<file path="src/rtl/calc_pkg.sv">
// Shared definitions for the hex calculator controller:
// key codes, operator and FSM state encodings.
package calc_pkg;

    localparam logic [4:0] KEY_ADD = 5'd16;
    localparam logic [4:0] KEY_SUB = 5'd17;
    localparam logic [4:0] KEY_MUL = 5'd18;
    localparam logic [4:0] KEY_EQU = 5'd19;
    localparam logic [4:0] KEY_CLR = 5'd20;

    typedef enum logic [1:0] {
        OP_ADD = 2'd0,
        OP_SUB = 2'd1,
        OP_MUL = 2'd2
    } op_t;

    typedef enum logic [2:0] {
        S_IDLE    = 3'd0,
        S_GET_A   = 3'd1,
        S_GET_B   = 3'd2,
        S_COMPUTE = 3'd3,
        S_SHOW    = 3'd4
    } state_t;

    function automatic logic is_op_key(input logic [4:0] code);
        return (code == KEY_ADD) || (code == KEY_SUB) || (code == KEY_MUL);
    endfunction

    function automatic op_t key_to_op(input logic [4:0] code);
        op_t o;
        case (code)
            KEY_SUB: o = OP_SUB;
            KEY_MUL: o = OP_MUL;
            default: o = OP_ADD;
        endcase
        return o;
    endfunction

endpackage

</file>
<file path="src/rtl/seq_mult.sv">
// Iterative shift-add multiplier, one bit of b per cycle, W-cycle latency.
// Ports: clk, rst (async high), start (load a/b), a, b in;
//        done (last iteration cycle), low (low W bits), overflow (high half != 0).
module seq_mult
    import calc_pkg::*;
#(
    parameter int W = 8
) (
    input  logic         clk,
    input  logic         rst,
    input  logic         start,
    input  logic [W-1:0] a,
    input  logic [W-1:0] b,
    output logic         done,
    output logic [W-1:0] low,
    output logic         overflow
);

    localparam int CW = $clog2(W + 1);

    logic [2*W-1:0] acc;
    logic [2*W-1:0] mcand;
    logic [W-1:0]   mplier;
    logic [CW-1:0]  cnt;
    logic [2*W-1:0] acc_next;

    // Outputs expose the value the accumulator takes on the final edge,
    // so the controller can capture the product on the same edge.
    assign acc_next = acc + (mplier[0] ? mcand : '0);
    assign done     = (cnt == CW'(1));
    assign low      = acc_next[W-1:0];
    assign overflow = |acc_next[2*W-1:W];

    always_ff @(posedge clk or posedge rst) begin
        if (rst) begin
            acc    <= '0;
            mcand  <= '0;
            mplier <= '0;
            cnt    <= '0;
        end else if (start) begin
            acc    <= '0;
            mcand  <= {{W{1'b0}}, a};
            mplier <= b;
            cnt    <= CW'(W);
        end else if (cnt != '0) begin
            acc    <= acc_next;
            mcand  <= mcand << 1;
            mplier <= mplier >> 1;
            cnt    <= cnt - CW'(1);
        end
    end

endmodule

</file>
<file path="src/rtl/calc_ctrl.sv">
// Hex keypad calculator controller: collects two operands, runs ADD/SUB/MUL.
// Ports: clk, rst (async high), key_valid, key_code[4:0] in;
//        disp_data[W-1:0], disp_start, result_valid, overflow, busy out.
module calc_ctrl
    import calc_pkg::*;
#(
    parameter int W = 8
) (
    input  logic         clk,
    input  logic         rst,
    input  logic         key_valid,
    input  logic [4:0]   key_code,
    output logic [W-1:0] disp_data,
    output logic         disp_start,
    output logic         result_valid,
    output logic         overflow,
    output logic         busy
);

    state_t       state;
    op_t          op;
    logic [W-1:0] a;
    logic [W-1:0] b;
    logic [W-1:0] result;

    // Accepted key is registered once; the FSM acts on it the next cycle.
    logic         kv_q;
    logic [4:0]   kc_q;

    logic         k_digit;
    logic         k_op;
    logic         k_equ;
    logic         k_clr;
    logic [3:0]   digit;

    logic [W:0]   sum;
    logic [W:0]   diff;

    logic         mul_start;
    logic         mul_done;
    logic [W-1:0] mul_low;
    logic         mul_ovf;

    function automatic logic [W-1:0] shift_in(input logic [W-1:0] x,
                                              input logic [3:0]   d);
        logic [W+3:0] t;
        t = {x, d};
        return t[W-1:0];
    endfunction

    assign busy       = (state == S_COMPUTE);
    assign disp_start = (state != S_IDLE);

    assign k_digit = kv_q && !kc_q[4];
    assign k_op    = kv_q && is_op_key(kc_q);
    assign k_equ   = kv_q && (kc_q == KEY_EQU);
    assign k_clr   = kv_q && (kc_q == KEY_CLR);
    assign digit   = kc_q[3:0];

    // Extra top bit is the carry-out for ADD and the borrow for SUB.
    assign sum  = {1'b0, a} + {1'b0, b};
    assign diff = {1'b0, a} - {1'b0, b};

    assign mul_start = (state == S_GET_B) && k_equ && (op == OP_MUL);

    seq_mult #(.W(W)) u_mult (
        .clk      (clk),
        .rst      (rst),
        .start    (mul_start),
        .a        (a),
        .b        (b),
        .done     (mul_done),
        .low      (mul_low),
        .overflow (mul_ovf)
    );

    always_ff @(posedge clk or posedge rst) begin
        if (rst) begin
            kv_q <= 1'b0;
            kc_q <= '0;
        end else begin
            kv_q <= key_valid && !busy && (key_code <= KEY_CLR);
            kc_q <= key_code;
        end
    end

    always_ff @(posedge clk or posedge rst) begin
        if (rst) begin
            state        <= S_IDLE;
            op           <= OP_ADD;
            a            <= '0;
            b            <= '0;
            result       <= '0;
            disp_data    <= '0;
            result_valid <= 1'b0;
            overflow     <= 1'b0;
        end else begin
            result_valid <= 1'b0;
            if (k_clr && state != S_COMPUTE) begin
                state     <= S_IDLE;
                a         <= '0;
                b         <= '0;
                result    <= '0;
                disp_data <= '0;
                overflow  <= 1'b0;
            end else begin
                case (state)
                    S_IDLE: begin
                        if (k_digit) begin
                            a         <= W'(digit);
                            disp_data <= W'(digit);
                            state     <= S_GET_A;
                        end
                    end
                    S_GET_A: begin
                        if (k_digit) begin
                            a         <= shift_in(a, digit);
                            disp_data <= shift_in(a, digit);
                        end else if (k_op) begin
                            op        <= key_to_op(kc_q);
                            b         <= '0;
                            disp_data <= '0;
                            state     <= S_GET_B;
                        end
                    end
                    S_GET_B: begin
                        if (k_digit) begin
                            b         <= shift_in(b, digit);
                            disp_data <= shift_in(b, digit);
                        end else if (k_op) begin
                            op <= key_to_op(kc_q);
                        end else if (k_equ) begin
                            state <= S_COMPUTE;
                        end
                    end
                    S_COMPUTE: begin
                        if (op == OP_MUL) begin
                            if (mul_done) begin
                                result       <= mul_low;
                                overflow     <= mul_ovf;
                                disp_data    <= mul_low;
                                result_valid <= 1'b1;
                                state        <= S_SHOW;
                            end
                        end else begin
                            result       <= (op == OP_SUB) ? diff[W-1:0] : sum[W-1:0];
                            overflow     <= (op == OP_SUB) ? diff[W] : sum[W];
                            disp_data    <= (op == OP_SUB) ? diff[W-1:0] : sum[W-1:0];
                            result_valid <= 1'b1;
                            state        <= S_SHOW;
                        end
                    end
                    S_SHOW: begin
                        if (k_digit) begin
                            a         <= W'(digit);
                            disp_data <= W'(digit);
                            overflow  <= 1'b0;
                            state     <= S_GET_A;
                        end else if (k_op) begin
                            // Chain: previous result becomes the left operand.
                            a         <= result;
                            op        <= key_to_op(kc_q);
                            b         <= '0;
                            disp_data <= '0;
                            state     <= S_GET_B;
                        end
                    end
                    default: state <= S_IDLE;
                endcase
            end
        end
    end

endmodule

</file>
<file path="config.mk">
export PLATFORM = sky130hd
export DESIGN_NAME = calc_ctrl
export DESIGN_NICKNAME = d
export VERILOG_FILES = /design/src/rtl/calc_pkg.sv /design/src/rtl/seq_mult.sv /design/src/rtl/calc_ctrl.sv
export SDC_FILE = /design/constraint.sdc
export NUM_CORES = 1
export LEC_CHECK = 0
export CORE_MARGIN = 10
export CORE_UTILIZATION = 40
export CTS_BUF_LIST = sky130_fd_sc_hd__clkbuf_4
export DETAILED_ROUTE_END_ITERATION = 8
export DONT_BUFFER_PORTS = 1
export PLACE_DENSITY = 0.6
export SYNTH_ARGS = -nofsm -noshare
export SYNTH_HDL_FRONTEND = slang
export SYNTH_SLANG_ARGS = --single-unit
</file>
<file path="constraint.sdc">
create_clock -name clk -period 3.1 [get_ports clk]
set_input_delay 0.62 -clock clk [delete_from_list [all_inputs] [get_ports clk]]
set_output_delay 0.62 -clock clk [all_outputs]
set_load 0.02 [all_outputs]
</file>
======== Word level (Yosys, flattened, before mapping) ========
Index checks and enable logic that the tools add are counted.
cells by class
  $add $sub $neg .......................... 4
  $lt $le $gt $ge ......................... 1
  equality and inequality tests ........... 26
  muxes and demuxes ....................... 52
  bitwise logic cells ..................... 2
  reduce and logical (&&, ||, !) cells .... 32
operator list
  operator              count
  $mux W8               20
  $mux W16              5
  $pmux W8 S5           1
  $mux W3               10
  $eq A5 B5 Y1 const B  5
  $pmux W8 S3           1
  $ne A3 B2 Y1 const B  7
  $add A16 B16 Y16      1
  $pmux W8 S2           1
  $reduce_and A4 Y1     4
  $pmux W3 S5           1
  $ne A3 B3 Y1 const B  4
  $add A8 B8 Y9         1
  $logic_and A1 B1 Y1   9
  $mux W1               9
  $reduce_bool A3 Y1    3
  $sub A8 B8 Y9         1
  $mux W4               2
  $reduce_bool A4 Y1    2
  $reduce_or A8 Y1      1
  $eq A3 B2 Y1 const B  2
  $reduce_and A6 Y1     1
  $reduce_bool A6 Y1    1
  $le A5 B5 Y1 const B  1
  20 further kinds      24
word-level totals
  bits in registers ....................... 89
  input port bits ......................... 8
  output and inout port bits .............. 12

======== Longest topological paths before layout ========
  depth after elaboration ................. 8
  gate-level depth with buffers ........... 12

======== Modules after synthesis ========
Synthesis repeated with hierarchy kept, for this count alone.
unflattened totals
  cell total of the unflattened synthesis .. 738
  area, all modules ....................... 6298.5 um2
by module, submodules not included
  module     instances  cells an instance  area an instance (um2)  seq. area each (um2)
  calc_ctrl  1          394                3309.4                  1126.1
  seq_mult   1          344                2989.1                  1101.1

======== Least setup slack after synthesis ========
OpenSTA, ideal clock, no wires.
  path type ............................... reg-to-reg
  start ................................... reg u_mult.mplier[0]
  end ..................................... reg overflow
  data arrival time ....................... 2.613 ns
  required time ........................... 2.971 ns
  path slack .............................. 0.359 ns
  stages on the path, launching flop included .. 12
  buffers on the path ..................... 1
  cells stage by stage .................... dfrtp_1 > clkbuf_1 > and2_1 > ha_1 > and2_4 > a221o_1 > a32oi_2 > a21oi_1 > xnor2_1 > a2111oi_0 > and4bb_1 > o22ai_1
between the ends
  longest elaborated chain between the ends .. 7
ends and longest elaborated chain
  item                    RTL line          source
  start, declared         seq_mult.sv:23    logic [W-1:0] mplier;
  start signal, assigned  seq_mult.sv:48    mplier <= mplier >> 1;
  $mux W16                seq_mult.sv:29    assign acc_next = acc + (mplier[0] ? mcand : '0);
  $add A16 B16 Y16        seq_mult.sv:29
  $reduce_or A8 Y1        seq_mult.sv:32    assign overflow = |acc_next[2*W-1:W];
  $mux W1                 calc_ctrl.sv:138  if (mul_done) begin
  $mux W1                 calc_ctrl.sv:137  if (op == OP_MUL) begin
  $pmux W1 S2             calc_ctrl.sv:107  case (state)
  $mux W1                 calc_ctrl.sv:99   if (k_clr && state != S_COMPUTE) begin
  end signal, assigned    calc_ctrl.sv:140  overflow <= mul_ovf;
  end signal, assigned    calc_ctrl.sv:147  overflow <= (op == OP_SUB) ? diff[W] : sum[W];
  end, declared           calc_ctrl.sv:16   output logic overflow,
Every way passes these cells. The select of a mux whose other input is x is not followed.
A chain may end at the register's enable or synchronous reset.

======== Worst setup path in the final report ========
Ends and elaborated chain as after synthesis.

==> results.yml <==
global_routing:
  antenna_violations_before_repair: 0
  grt_max_degree: 61
  grt.overflow.total: 0
  grt_pass1_vias: 4773
  grt_first_pass_wirelength_um: 24400
  track_usage: 0.151
pwr:
  design_power_total_mw: 3.93
  total_leakage_power_nw: 2.78
  worst_ir_drop_vdd_uv: 500
  power_density_over_cell_area_nw_per_um2: 640
layout:
  layout-area-overhead-vs-synth_pct: 7.30
  antenna_cells: 0
  postLayoutCellArea_um2: 6140
  design.final.nets: 711
  final_layout_size_suffix_gt1_frac: 0.0746
  fin_util: 0.441
  final_cells: 850
critical_path:
  crit-reg2reg-launch: "u_mult.mplier[0]$_DFFE_PP0P_"
  critPathSlowestCell: "dfrtp_2"
  critical-path-top-cell-by-count: "buf_4"
  path_buf_inv: 2
  timing.critical_path.required_ps: 3450
  worst_path_dominant_cell_family: "compound AO/OA/AOI/OAI gates"
  max_stage_delay_ps: 470
  cp.arrival_ps: 3410
  path_cells: "buf_4 -> buf_4 -> and2_1 -> ha_1 -> a21o_1 -> a31o_2 -> o21ba_2 -> a21oi_1 -> xor2_1 -> a2111oi_1 -> and4bb_1 -> o22ai_1"
  worstSetupStartpoint: "u_mult.mplier[0]$_DFFE_PP0P_"
  worst_setup_path_start_kind: "flop"
  cp_max_fo: 7
  critical_path.endpoint_type: "flop"
  timing.setup.critical_path_class: "flop to flop"
routing:
  route.antenna.remaining_nets: 0
  route.top_layer_used: "met4"
  route.met3.wl_um: 643
  wirelength_met1_um: 6920
  drt_pre_antenna_iters: 5
  finalWirelength_um: 14700
  initialDrtViolationCount: 367
  dr_wl_met2_um: 6920
  post_drt_via_cell_ratio: 5.69
  drt-wirelength-per-cell_um: 17.3
  routed_via_count: 4840
  remaining_drc_errors: 0
timing:
  timing.final.crit_period_ps: 3060
  hold_viol_final: 0
  finalSetupViolations: 0
  tightestPinTransition_ps: 1210
  fin_crit_sh: 0.987
  hold_ws_ps: 117
  slew_headroom: 0.195
  max_freq_mhz: 327
  final.setup_skew_ps: 22.2
  setup_repair_after_global_routing_missed_its_margin: "yes"
  timing.final.max_slew_violations: 0
clock_tree:
  clockBufferDepth: 2
  h_tree_depth: 3
  clk_latency_ps: 480
  numCtsBuffers: 9
  cts.sink_count: 89
  cts.reportedPaths.clkPinSlew_ps: 140
  clock_tree_root_driver_cell: "clkbuf_4"
  clock_tree_from_tritoncts: "done"
synth:
  netlist_area_um2: 5720
  synth.top_cells.by_count: "dfrtp_1 (89), nand2_1 (89), o21ai_0 (53), nor2_1 (52), a21oi_1 (51)"
  ys_seq_elements: 89
  synth.top_cell.area_share: 0.389
  netlist_top_cells_area: "dfrtp_1 (39%), ha_1 (7.4%), nand2_1 (5.8%)"
  dominantRegCellSynth: "dfrtp_1"
  synthesis.nets: 707
  synth.largest_area_cell: "dfrtp_1"
  netlist-cell-type-count: 64
  yosys_warnings: 0
  synth-seq-area-share: 0.389
  post_synth_inst_count: 662
  synthesis.area_per_instance_um2: 8.65
  postSynth.asyncResetShare: 1.00
  synth_edf_count: 0
worst_hold_path:
  min-delay-path-class: "input pin to asynchronous set/reset pin"
placement:
  port_buffers: 0
  placedCellCount: 832
  routabilityCongestion: 0.896
  placedInstanceArea_um2: 5990
  hpwl_um: 10800
floorplan:
  core_area_um2: 13900
  floorplan.die.height_um: 140
  initial_core_util: 0.411
  rows: 43
  ios: 20
  die_w_um: 140
  die_area_um2: 19500
status:
  run_status: "completed"
flow_run:
  max_cap_violations: 0
==> timing repair <==
item | 4_1_cts | 5_1_grt
buffers inserted | 0 | 3
gates resized for setup | 2 | 2
hold buffers | 0 | 0
endpoints found under the setup margin | 1 | 1
hold endpoints to repair | 0 | 0
==> per-stage QoR <==
stage | TNS, ps | worst slack [ps]
after floorplan | 0 | 173
after global placement | 0 | 115
after detailed placement | -19.8 | -19.8
after CTS | 0 | 11.0
after global routing | -80.1 | -80.1
final | 0 | 39.6
==> registers in the layout (all words and copies together) (netlist names), 3 cells and up <==
register,count
b,8
u_mult.acc,16
u_mult.cnt,4
state,3
u_mult.mplier,8
disp_data,8
kc_q,5
result,8
a,8
u_mult.mcand,16
==> final timing paths <==
check / endpoint / slack, ps / depth (start not counted)
worst max-delay path: overflow$_DFFE_PP0P_ / 40 / 12
worst min-delay path: u_mult.acc[4]$_DFFE_PP0P_ / 120 / 1
worst max register to register: overflow$_DFFE_PP0P_ / 40 / 12
worst min register to register: result[2]$_DFFE_PP0P_ / 520 / 2
max in group asynchronous: u_mult.mcand[15]$_DFFE_PP0P_ / 2270 / 2
min in group clk: kc_q[3]$_DFF_PP0_ / 150 / 0
==> cells by family after synthesis <==
family,synth area share
multiplexers,0.0490
AND/OR/NAND/NOR,0.192
AO/OA/AOI/OAI,0.210
XOR/XNOR,0.0306
buffers and inverters,0.0426
flip-flops,0.389
adder cells (fa/ha/maj),0.0866
==> layer usage <==
metal	track usage	vias to the layer above
li1	-	2357
met1	0.189	2336
met2	0.254	126
met3	0.0286	21
met4	0.0484	0
met5	0	-
==> cells in the final DEF (no fill, tap or decap), types with 3 or more instances in the layout <==
cell type | synthesis | layout
nand2_1 | 89 | 89
dfrtp_1 | 89 | 88
o21ai_0 | 53 | 53
nor2_1 | 52 | 52
a21oi_1 | 51 | 51
inv_1 | 35 | 34
ha_1 | 34 | 34
mux2i_1 | 28 | 28
buf_4 | 0 | 21
nor3_1 | 20 | 20
and2_1 | 15 | 14
xnor2_1 | 12 | 12
nand3_1 | 12 | 12
a22oi_1 | 10 | 10
a211oi_1 | 10 | 10
clkbuf_4 | 0 | 10
xor2_1 | 8 | 8
nand2b_1 | 8 | 8
a21o_1 | 7 | 7
o22ai_1 | 7 | 7
o31ai_1 | 8 | 7
and3_1 | 6 | 6
nor2b_1 | 6 | 6
or3_1 | 5 | 5
o211ai_1 | 5 | 5
a31oi_1 | 4 | 4
o21bai_1 | 4 | 4
a22o_1 | 4 | 4
nand4_1 | 4 | 4
o21a_1 | 3 | 3
nand4b_1 | 3 | 3
fa_1 | 3 | 3
==> area by class of cell <==
cell class | instances | area, um^2
sequential | 89 | 2230
multi-input combinational | 509 | 3270
clock buffer | 10 | 75.1
inverter | 35 | 134
clock inverter | 5 | 47.5
tap | 180 | 225
timing repair buffer | 22 | 163
fill | 1390 | 7790
==> power by group <==
part / leakage, nW / internal (mW) / switching, mW / total, mW
Combinational: 1.54 / 0.632 / 0.994 / 1.63
Clock: 0.0711 / 0.243 / 0.396 / 0.639
Sequential: 1.17 / 1.39 / 0.275 / 1.66
No activity file was read; power rests on OpenSTA's default activity.
